`config.mk`:
```
export PLATFORM = sky130hd
export DESIGN_NAME = bram_stream_loader
export DESIGN_NICKNAME = d
export VERILOG_FILES = /design/src/rtl/bram_stream_loader.sv
export SDC_FILE = /design/constraint.sdc
export NUM_CORES = 1
export LEC_CHECK = 0
export BUFFER_PORTS_ARGS = -buffer_cell sky130_fd_sc_hd__buf_2
export CORE_AREA = 3 3 423 425
export CTS_BUF_LIST = sky130_fd_sc_hd__clkbuf_4 sky130_fd_sc_hd__clkbuf_8
export CTS_CLUSTER_SIZE = 10
export DETAILED_ROUTE_END_ITERATION = 10
export DIE_AREA = 0 0 426 428
export PLACE_DENSITY = 0.38
export SETUP_SLACK_MARGIN = 0.5
export SYNTH_ARGS = -nofsm -noshare
export SYNTH_HDL_FRONTEND = slang
export SYNTH_SLANG_ARGS = --single-unit
```
`constraint.sdc`:
```
create_clock -name clk -period 20.7 [get_ports clk]
set_input_delay 1.035 -clock clk [delete_from_list [all_inputs] [get_ports clk]]
set_output_delay 1.035 -clock clk [all_outputs]
set_load 0.01 [all_outputs]
```
`src/rtl/bram_stream_loader.sv`:
```
// Streams wide input beats into NUM_PORTS parallel BRAM write lanes starting at a
// configurable base address; supports abort, length clamping and address wrap.
module bram_stream_loader #(
  parameter int DATA_WIDTH = 256,
  parameter int ADDR_WIDTH = 8,
  parameter int NUM_PORTS  = 2
) (
  input  logic                            clk,
  input  logic                            rst,
  input  logic                            start,
  input  logic [ADDR_WIDTH-1:0]           cfg_base,
  input  logic [ADDR_WIDTH:0]             cfg_len,
  input  logic                            abort,
  input  logic                            s_valid,
  output logic                            s_ready,
  input  logic [NUM_PORTS*DATA_WIDTH-1:0] s_data,
  output logic [NUM_PORTS-1:0]            bram_en,
  output logic [NUM_PORTS-1:0]            bram_we,
  output logic [NUM_PORTS*ADDR_WIDTH-1:0] bram_addr,
  output logic [NUM_PORTS*DATA_WIDTH-1:0] bram_din,
  output logic                            busy,
  output logic                            done,
  output logic                            aborted,
  output logic [ADDR_WIDTH:0]             words_written
);

  // Word index needs headroom past 2^ADDR_WIDTH for the lanes of the final beat.
  localparam int IW = ADDR_WIDTH + 2;
  localparam logic [ADDR_WIDTH:0] MAX_LEN = (ADDR_WIDTH+1)'(1) << ADDR_WIDTH;

  typedef enum logic [1:0] {IDLE, LOAD, DONE} state_t;

  state_t                            r_state;
  logic [ADDR_WIDTH-1:0]             r_base;
  logic [ADDR_WIDTH:0]               r_len;
  logic [IW-1:0]                     r_idx;
  logic                              r_s_ready;
  logic                              r_busy;
  logic                              r_done;
  logic                              r_aborted;
  logic [ADDR_WIDTH:0]               r_words;
  logic [NUM_PORTS-1:0]              r_bram_en;
  logic [NUM_PORTS*ADDR_WIDTH-1:0]   r_bram_addr;
  logic [NUM_PORTS*DATA_WIDTH-1:0]   r_bram_din;

  logic [ADDR_WIDTH:0]               w_len_clamped;
  logic [NUM_PORTS-1:0]              w_lane_en;
  logic [NUM_PORTS*ADDR_WIDTH-1:0]   w_lane_addr;
  logic [ADDR_WIDTH:0]               w_en_count;
  logic                              w_accept;
  logic                              w_last_beat;

  assign w_len_clamped = (cfg_len > MAX_LEN) ? MAX_LEN : cfg_len;
  assign w_accept      = s_valid && r_s_ready;
  assign w_last_beat   = (r_idx + IW'(NUM_PORTS)) >= {1'b0, r_len};

  generate
    for (genvar gi = 0; gi < NUM_PORTS; gi++) begin : g_lane
      logic [IW-1:0] w_idx;
      assign w_idx          = r_idx + IW'(gi);
      assign w_lane_en[gi]  = w_idx < {1'b0, r_len};
      assign w_lane_addr[gi*ADDR_WIDTH +: ADDR_WIDTH] = r_base + w_idx[ADDR_WIDTH-1:0];
    end
  endgenerate

  always_comb begin
    w_en_count = '0;
    for (int k = 0; k < NUM_PORTS; k++) begin
      if (w_lane_en[k]) w_en_count = w_en_count + 1'b1;
    end
  end

  always_ff @(posedge clk or posedge rst) begin
    if (rst) begin
      r_state     <= IDLE;
      r_base      <= '0;
      r_len       <= '0;
      r_idx       <= '0;
      r_s_ready   <= 1'b0;
      r_busy      <= 1'b0;
      r_done      <= 1'b0;
      r_aborted   <= 1'b0;
      r_words     <= '0;
      r_bram_en   <= '0;
      r_bram_addr <= '0;
      r_bram_din  <= '0;
    end else begin
      r_bram_en <= '0;
      r_done    <= 1'b0;
      r_aborted <= 1'b0;
      case (r_state)
        IDLE: begin
          if (start) begin
            r_words <= '0;
            r_busy  <= 1'b1;
            if (w_len_clamped != '0) begin
              r_base    <= cfg_base;
              r_len     <= w_len_clamped;
              r_idx     <= '0;
              r_s_ready <= 1'b1;
              r_state   <= LOAD;
            end else begin
              r_done  <= 1'b1;
              r_state <= DONE;
            end
          end
        end
        LOAD: begin
          // Abort wins over a beat accepted in the same cycle: that beat is dropped.
          if (abort) begin
            r_state   <= IDLE;
            r_s_ready <= 1'b0;
            r_busy    <= 1'b0;
            r_aborted <= 1'b1;
          end else if (w_accept) begin
            r_bram_en   <= w_lane_en;
            r_bram_addr <= w_lane_addr;
            r_bram_din  <= s_data;
            r_words     <= r_words + w_en_count;
            r_idx       <= r_idx + IW'(NUM_PORTS);
            if (w_last_beat) begin
              r_state   <= DONE;
              r_s_ready <= 1'b0;
              r_done    <= 1'b1;
            end
          end
        end
        DONE: begin
          r_state <= IDLE;
          r_busy  <= 1'b0;
        end
        default: begin
          r_state   <= IDLE;
          r_s_ready <= 1'b0;
          r_busy    <= 1'b0;
        end
      endcase
    end
  end

  assign s_ready       = r_s_ready;
  assign busy          = r_busy;
  assign done          = r_done;
  assign aborted       = r_aborted;
  assign words_written = r_words;
  assign bram_en       = r_bram_en;
  assign bram_we       = r_bram_en;
  assign bram_addr     = r_bram_addr;
  assign bram_din      = r_bram_din;

endmodule

```
==> impl_metrics.csv <==
group,metric,value,unit
global_routing,antenna_found_initial,19,
sta,fin_setup_tns,0,ps
detailed_routing,wirelength,122400,um
detailed_routing,highest_layer,"met5",
sta,finalMaxSlewViolations,0,
placed_design,port_buffers,1078,
floorplan,initial_core_util,13.07,%
sta,tightest_slew,1106,ps
sta,fmax,195.9,MHz
logic_synthesis,ys_ff_latch,571,
pwr,p_int,3.079,mW
clock_tree,insertion_delay,810,ps
clock_tree,numCtsBuffers,114,
placed_design,dp.cells,5840,
placed_design,hpwl,96890,um
logic_synthesis,synthCells,2532,
detailed_routing,detail-route-antenna-nets,0,
status,outcome,"complete, no violations",
pwr,vdd_drop_max,0.05770,mV
pwr,powerDensity,156.2,nW/um^2
pwr,p_seq_share,38.7,%
final_layout,stdcell_count,6053,
logic_synthesis,syn_area_per_cell,9.069,um^2
sta,finalCritPeriodShare,24.66,%
sta,skew,44.12,ps
final_layout,layout_commonest_cell,"nand2_1",
clock_tree,htree_levels,3,
clock_tree,cts_sinks,571,
pwr,switching_share,40.57,%
critical_path,crit_type,"flop to flop",
run,max-cap-violations,0,
critical_path,r2r_end,"bram_din[342]$_DFFE_PP0P_",
critical_path,end_kind,"flop",
critical_path,cp_max_fo,70,
detailed_routing,drt-initial-drc-count,1257,
clock_tree,clkTransAtPathRegs,60,ps
detailed_routing,detail_route.wl_per_cell,20.22,um
final_layout,area_growth,44.41,%
clock_tree,post_cts_buffers,0,
floorplan,io_pins,1079,
critical_path,worstReg2RegStart,"r_state[1]$_DFFE_PP0P_",
pwr,p_switching,2.102,mW
sta,max_slew_margin,25.43,%
sta,holdWs,342.8,ps
logic_synthesis,synth.distinct_cells,52,
final_layout,final_cell_mix,"nand2_1, buf_2, dfrtp_1",
floorplan,die-width,426,um
sta,rsz0062_at_grt,"no",
logic_synthesis,synth_top_family_by_area,"simple AND/OR/NAND/NOR gates",
logic_synthesis,ys_seq_area_share,62.23,%
logic_synthesis,synth_ff_type,"dfrtp_1",
pwr,power,5.181,mW
logic_synthesis,ys_warn_count,0,
placed_design,place.gp.congestion,0.9225,
critical_path,required,21430,ps
global_routing,grt_pass1_vias,21090,
critical_path,ff2ff_setup_slack,15600,ps
logic_synthesis,synth_area,22960,um^2
global_routing,track_usage,12.94,%
pwr,clock_power_share,24.6,%
floorplan,fp-row-count,154,
logic_synthesis,synth-adder-area-share,2.354,%
sta,setup_viol,0,
logic_synthesis,synth_xor_area_share,0.9536,%
floorplan,core-area,175700,um^2
global_routing,grt_max_degree,129,
logic_synthesis,yosys.area_share.simple,27.53,%
logic_synthesis,syn-num-nets,3108,
logic_synthesis,async_reset_ff_share,100.0,%
pwr,p_comb_share,36.7,%
floorplan,die_h,428,um
clock_tree,post_cts_resized,0,
detailed_routing,vias,21180,
logic_synthesis,synth-compound-area-share,2.665,%
final_layout,nets,4192,
detailed_routing,viasPerCell,3.500,
final_layout,drive_above_1_share,35.71,%
sta,period_needed,5105,ps
global_routing,grt_overflow,0,
detailed_routing,dr.pass1.iters,7,
clock_tree,tritoncts,"yes",
clock_tree,root_buffer,"clkbuf_8",
floorplan,dieArea,182300,um^2
pwr,cellLeakagePower,18.44,nW
detailed_routing,met3_length,7232,um
critical_path,cp-start-kind,"flop",
logic_synthesis,synth_edf_count,0,
detailed_routing,drc_errors,0,
global_routing,grt_pass1_wl,168200,um
critical_path,r2r.worst_path.cells,9,
final_layout,postLayoutCoreUtil,18.87,%
sta,hold_viol_final,0,
detailed_routing,wl_met1,53210,um
hold_path,hp-class,"input port to async pin",
critical_path,cp.arrival,5830,ps
detailed_routing,wl_met2,59120,um
logic_synthesis,synthMuxAreaShare,0.3923,%
clock_tree,cts_max_path_buffers,3,
clock_tree,hold_buffers,0,
-- kinds of logic (layout without fill, tap and decap cells) --
group,after synthesis,after routing
adders and majority gates,42,42
buffers and inverters,147,1317
xor gates and xnor gates,25,25
DFF,571,571
AOI/OAI and AO/OA,87,87
other,0,11
muxes,8,8
and+or+nand+nor,1652,1652
-- final cells by class --
type,instances,area (um^2)
diodes,11,27.53
clock buffers,185,2265
clock inverters,17,211.5
fillers,20020,142600
inverters,14,60.06
multi-input cells,1814,7799
flip-flops and latches,571,14290
well taps,2340,2928
repair buffers,1101,5580
-- flip-flops by register name, indices dropped and copies added, names as in the netlist, 2 cells and up --
register / cells
r_idx: 9
bram_din: 512
r_state: 2
r_len: 9
words_written: 9
bram_addr: 16
r_base: 8
bram_en: 2
-- routing by layer --
layer / vias to the layer above / GRT usage (%)
met4: 6 / 3.821
met3: 150 / 2.945
met5: - / 0
met1: 10380 / 16.65
li1: 10000 / -
met2: 643 / 21.49
-- critical path, stage by stage, from the launching register on --
cell and delay [ps]:
dfrtp_1 580, nor3b_2 150, nand3_4 560, buf_4 590, buf_4 770, buf_4 660, buf_4 680, buf_4 580
nand2_1 120, nand2_1 80
-- stage by stage --
stage,cell area [um^2],setup slack [ps]
floorplan,22960,3692
global placement,30660,15050
detailed placement,30660,15050
CTS,33130,15530
global route,33140,15200
finish,33160,15600
-- power groups by stage --
stage          registers (mW)  logic, mW  clock network (mW)
3_5_place_dp             2.02       1.96                   0
3_3_place_gp             2.02       1.95                   0
2_1_floorplan            2.21      0.664                   0
4_1_cts                  2.01       1.96                1.34
5_1_grt                  2.08       2.10                1.38
6_report                 2.01       1.90                1.27
-- how the worst max path moves through the flow --
stage | to | slack [ps] | from | cells past startpoint
finish | bram_din[342]$_DFFE_PP0P_ | 15600 | r_state[1]$_DFFE_PP0P_ | 9
global route | bram_din[356]$_DFFE_PP0P_ | 15200 | r_state[1]$_DFFE_PP0P_ | 9
CTS | bram_din[321]$_DFFE_PP0P_ | 15530 | r_state[0]$_DFFE_PP0P_ | 9
detailed placement | bram_din[312]$_DFFE_PP0P_ | 15050 | abort | 10
global placement | bram_din[321]$_DFFE_PP0P_ | 15050 | abort | 10
floorplan | aborted$_DFF_PP0_ | 3690 | rst | 1
-- cells in the mapped netlist, drive strengths merged, types with 3 or more instances --
cell,count,area (um^2)
a2111oi,3,63.81
a211oi,3,22.52
a21o,5,37.54
a21oi,12,63.81
a22o,5,43.79
and2,3,18.77
and3,5,31.28
buf,102,720.7
clkbuf,31,116.4
dfrtp,571,14290
ha,40,500.5
inv,14,52.55
mux2,8,90.09
nand2,1583,5942
nand2b,4,25.02
nand3,8,40.04
nand3b,3,22.52
nand4,4,25.02
nor2,23,86.33
nor3,8,40.04
nor4,3,18.77
o211ai,3,22.52
o21a,6,45.04
o21ai,33,168.9
o21bai,4,30.03
o31ai,3,22.52
xnor2,11,96.34
xor2,14,122.6
No activity file was read; power rests on OpenSTA's default activity.
